## config.mk

```make
export PLATFORM = sky130hd
export DESIGN_NAME = pipe_hazard_ctrl
export DESIGN_NICKNAME = d
export VERILOG_FILES = /design/src/rtl/pipe_hazard_ctrl.sv
export SDC_FILE = /design/constraint.sdc
export NUM_CORES = 1
export LEC_CHECK = 0
export CAP_MARGIN = 10
export CORE_MARGIN = 2
export CORE_UTILIZATION = 32
export DETAILED_ROUTE_END_ITERATION = 6
export GPL_TIMING_DRIVEN = 0
export PLACE_DENSITY = 0.86
export SYNTH_ARGS = -nofsm -noshare
export SYNTH_HDL_FRONTEND = slang
export SYNTH_SLANG_ARGS = --single-unit
```

## constraint.sdc

```tcl
create_clock -name clk -period 3.7 [get_ports clk]
set_input_delay 0.74 -clock clk [delete_from_list [all_inputs] [get_ports clk]]
set_output_delay 0.74 -clock clk [all_outputs]
set_load 0.005 [all_outputs]
```

## src/rtl/pipe_hazard_ctrl.sv

```systemverilog
// Pipeline hazard/stall controller: sequences the IF/ID, ID/EX, EX/MEM and MEM/WB
// register enables and flushes. Optional perf counters are enabled by `define HAZ_PERF_EN.
module pipe_hazard_ctrl #(
   parameter int REG_W  = 5,
   parameter int MD_LAT = 4,
   parameter int CNT_W  = 3
) (
   input  logic             clk,
   input  logic             Rst,
   input  logic             ext_hold,
   input  logic [REG_W-1:0] id_rs,
   input  logic [REG_W-1:0] id_rt,
   input  logic             id_use_rs,
   input  logic             id_use_rt,
   input  logic             id_md_req,
   input  logic [REG_W-1:0] ex_rd,
   input  logic             ex_mem_read,
   input  logic             branch_taken,
   output logic             pc_we,
   output logic             ifid_we,
   output logic             ifid_flush,
   output logic             idex_we,
   output logic             idex_flush,
   output logic             exmem_we,
   output logic             memwb_we,
   output logic             md_go,
   output logic             md_busy,
   output logic [31:0]      stall_cycles,
   output logic [31:0]      flush_count
);

   typedef enum logic {RUN = 1'b0, MD_BUSY = 1'b1} state_t;

   // First MD_BUSY cycle follows the issue stall, so the count starts at MD_LAT-2.
   localparam logic [CNT_W-1:0] MD_INIT = CNT_W'(MD_LAT - 2);

   state_t           state, state_nxt;
   logic [CNT_W-1:0] md_cnt, md_cnt_nxt;
   logic             lu;

   assign lu = ex_mem_read && (ex_rd != '0) &&
               ((id_use_rs && (id_rs == ex_rd)) || (id_use_rt && (id_rt == ex_rd)));

   assign md_busy = (state == MD_BUSY);

   always_ff @(posedge clk or posedge Rst) begin
      if (Rst) begin
         state  <= RUN;
         md_cnt <= '0;
      end else begin
         state  <= state_nxt;
         md_cnt <= md_cnt_nxt;
      end
   end

   always_comb begin
      pc_we      = 1'b1;
      ifid_we    = 1'b1;
      ifid_flush = 1'b0;
      idex_we    = 1'b1;
      idex_flush = 1'b0;
      exmem_we   = 1'b1;
      memwb_we   = 1'b1;
      md_go      = 1'b0;
      state_nxt  = state;
      md_cnt_nxt = md_cnt;

      if (ext_hold) begin
         pc_we    = 1'b0;
         ifid_we  = 1'b0;
         idex_we  = 1'b0;
         exmem_we = 1'b0;
         memwb_we = 1'b0;
      end else if (branch_taken) begin
         // A taken branch also abandons any mul/div still in flight.
         ifid_flush = 1'b1;
         idex_flush = 1'b1;
         state_nxt  = RUN;
         md_cnt_nxt = '0;
      end else if (state == MD_BUSY) begin
         if (md_cnt != '0) begin
            pc_we      = 1'b0;
            ifid_we    = 1'b0;
            idex_flush = 1'b1;
            md_cnt_nxt = md_cnt - 1'b1;
         end else begin
            md_go     = 1'b1;
            state_nxt = RUN;
         end
      end else if (lu) begin
         pc_we      = 1'b0;
         ifid_we    = 1'b0;
         idex_flush = 1'b1;
      end else if (id_md_req) begin
         pc_we      = 1'b0;
         ifid_we    = 1'b0;
         idex_flush = 1'b1;
         state_nxt  = MD_BUSY;
         md_cnt_nxt = MD_INIT;
      end
   end

`ifdef HAZ_PERF_EN
   // Front end frozen without an external hold is exactly a stall cycle.
   logic stall_inc;
   assign stall_inc = !ext_hold && !pc_we;

   always_ff @(posedge clk or posedge Rst) begin
      if (Rst) begin
         stall_cycles <= '0;
         flush_count  <= '0;
      end else begin
         if (stall_inc)  stall_cycles <= stall_cycles + 32'd1;
         if (ifid_flush) flush_count  <= flush_count + 32'd1;
      end
   end
`else
   assign stall_cycles = 32'b0;
   assign flush_count  = 32'b0;
`endif

endmodule

```

==> results.toml <==
[clocking]
count_of_hold_fix_buffers_inserted_at_cts = 0
ctsLongestPathBuffers = 2
tritoncts = "done"
cts_inserted_buffers = 3
clkLatencyLatePin_ns = 0.23
cts.reportedPaths.clkPinSlew_ns = 0.03
cts.sinks = 4
ctsRootBufferMaster = "clkbuf_4"
cts_h_tree_depth = 1

[worst_setup_path]
worst_reg2reg_path_startpoint = "md_cnt[0]$_DFFE_PP0P_"
worstPathArrival_ns = 2.88
timing.rr.end = "md_cnt[2]$_DFFE_PP0P_"
cp_data_required_time_ns = 2.96
cp-end-kind = "output pin"
criticalPathCategory = "input port to output pin"
worst_r2r_path_depth = 7
startpoint_type = "input port"
critPathMaxFanout = 3
reg2reg_setup_slack_ns = 1.93

[floorplan]
rows = 20
die_height_um = 59.30
design.core.area_sq_um = 2978
fp.dieW_um = 59.30
initial_core_util_pct = 32.86
io_pins = 96
fp.dieArea_sq_um = 3516

[global_routing]
via_count_of_the_first_global_routing_pass = 657
global_route.overflow_total = 0
grt_first_pass_wirelength_mm = 2.553
grt_use_total_pct = 9.279
grt_start_max_net_pins = 11
initial_antenna_violation_count = 0

[timing]
hold_ws_ns = 0.5303
hold_violations = 0
layout_worst_path_cycle_share_pct = 97.90
layout_min_cycle_time_ns = 3.622
max_freq_ghz = 0.2761
skew_ns = 0.0009561
timing_max_transition_violations_final = 0
rsz_0062_raised_after_global_routing = "no"
final-setup-viol-count = 0

[synthesis]
synth_cell_types = 32
synth_cells = 127
ys_top_cells_by_area = "buf_4 (51%), dfrtp_1 (10%), xor2_1 (7.2%)"
synth.yosys.warnings = 0
synth_top_cell_area_share_pct = 51.41
syn-cell-area_sq_um = 978.4
portion_of_the_post_synthesis_area_used_by_sequential_elements_pct = 10.23
synth_seq_cells = 4
synth_largest_area_cell = "buf_4"
syn-mean-instance-area_sq_um = 7.704

[layout]
final_util_pct = 53.45
finalInstanceArea_sq_um = 1592
design.final.nets = 251
mostFrequentLayoutCells = "buf_4 (68), conb_1 (64), clkdlybuf4s50_1 (28)"
area_growth_syn_to_layout_pct = 62.66
num_antenna_cells = 0
most_frequent_standard_cell_in_the_layout_excluding_fill_and_tap_cells = "buf_4"
post_route_cells_drive_above_1_share_pct = 33.04

[power]
max-vdd-ir-drop_mv = 0.06082
powerDensity_nw_per_um2 = 179.3
power.static_leakage_nw = 0.9340

[worst_hold_path]
min_delay_path_depth = 2
min-delay-start = "md_cnt[1]$_DFFE_PP0P_"
hold_path.class = "flop to flop"
terminating_pin_of_the_worst_hold_path = "md_cnt[1]$_DFFE_PP0P_"

[detailed_routing]
routed_wire_length_per_instance_um = 6.973
via_density_per_instance = 3.374
via_count = 867
drc = 0
drt-initial-drc-count = 17
antenna_violating_nets_post_route = 0
first_pass_iters = 4
postRouteWirelength_mm = 1.792

[status]
run_status = "complete, no violations"

[flow_run]
max-cap-violations = 0

[place]
gp_routability_congestion = 0.7291
placedInstanceArea_sq_um = 1556
port-buffer-count = 30
dp.final_hpwl_mm = 1.700
## worst max-delay path, cell delays in order
cell and delay, ns:
clkdlybuf4s50_1 0.46, xor2_1 0.18, nor4_1 0.25, a32oi_1 0.20, or2_1 0.26, a31o_1 0.23
buf_4 0.13, clkdlybuf4s50_1 0.43
## cell type report
| class | count | area, sq um |
|---|---|---|
| flip-flops and latches | 4 | 100.1 |
| repair buffers | 31 | 312.8 |
| clock buffers | 3 | 22.52 |
| inverters | 5 | 18.77 |
| multi-input cells | 112 | 578.1 |
| well taps | 33 | 41.29 |
| plain buffers | 69 | 518.0 |
| fillers | 277 | 1386 |
## state kept, by name, indices dropped and copies added, names as in the netlist
name	count
md_busy	1
md_cnt	3
## cells by family after synthesis
group / count (synthesis) / synth area share [%]
AND/OR/NAND/NOR: 23 / 12.41
AO/OA/AOI/OAI: 12 / 9.591
multiplexers: 1 / 1.023
other: 1 / 0.3833
adder cells (fa/ha/maj): 2 / 2.557
buffers and inverters: 74 / 54.86
XOR/XNOR: 10 / 8.952
flip-flops: 4 / 10.23
## layer usage
layer / GRT usage [%] / wire [um] / vias up
met2: 19.00 / 980 / 54
met5: 0 / 0 / -
met3: 2.183 / 226 / 0
met1: 9.151 / 584 / 336
met4: 1.948 / 0 / 0
li1: - / - / 477
## worst max-delay path by stage
stage          slack, ns  startpoint     to
3_5_place_dp      -0.002    ex_rd[2]  pc_we
6_report            0.08    ex_rd[4]  pc_we
4_1_cts            0.002    ex_rd[2]  pc_we
3_3_place_gp       0.008    ex_rd[2]  pc_we
2_1_floorplan       1.06    ex_rd[3]  pc_we
5_1_grt            0.009    ex_rd[4]  pc_we
## cells in the mapped netlist
master     n
buf_4     67
xor2_1     8
inv_1      5
nor2_1     5
dfrtp_1    4
nor3_1     4
nand2_1    3
nor2b_1    3
a21oi_1    2
ha_1       2
nor4_1     2
xnor2_1    2
a211oi_1   1
a21o_1     1
a221o_1    1
a31o_1     1
a32o_1     1
a32oi_1    1
and2_0     1
and3b_1    1
buf_6      1
clkbuf_1   1
conb_1     1
mux2i_1    1
nand3_1    1
o21ai_0    1
o21ai_1    1
o21ai_2    1
o31ai_2    1
or2_1      1
or3_1      1
or4_1      1
## stage by stage
step | cells | TNS, ns | setup slack [ns] | power [mW]
6_report | 257 | 0 | 0.07768 | 0.2853
5_1_grt | 257 | 0 | 0.008707 | 0.3140
4_1_cts | 256 | 0 | 0.002270 | 0.2853
3_5_place_dp | 253 | -0.001700 | -0.001700 | 0.2315
3_3_place_gp | 253 | 0 | 0.007829 | 0.2305
2_1_floorplan | 190 | 0 | 1.057 | 0.1777
## where the power goes
| group | switching [mW] | total, mW | internal (mW) |
|---|---|---|---|
| Clock | 0.0153 | 0.0514 | 0.0361 |
| Combinational | 0.0686 | 0.177 | 0.109 |
| Sequential | 0.00529 | 0.0568 | 0.0515 |
| Total | 0.0892 | 0.285 | 0.196 |
## timing repair
item                                    4_1_cts  5_1_grt
setup buffers                                 0        1
pin swaps                                     1        2
gates resized for setup                       0        2
endpoints found under the setup margin        1        2
Power figures use the tool's default switching activity.
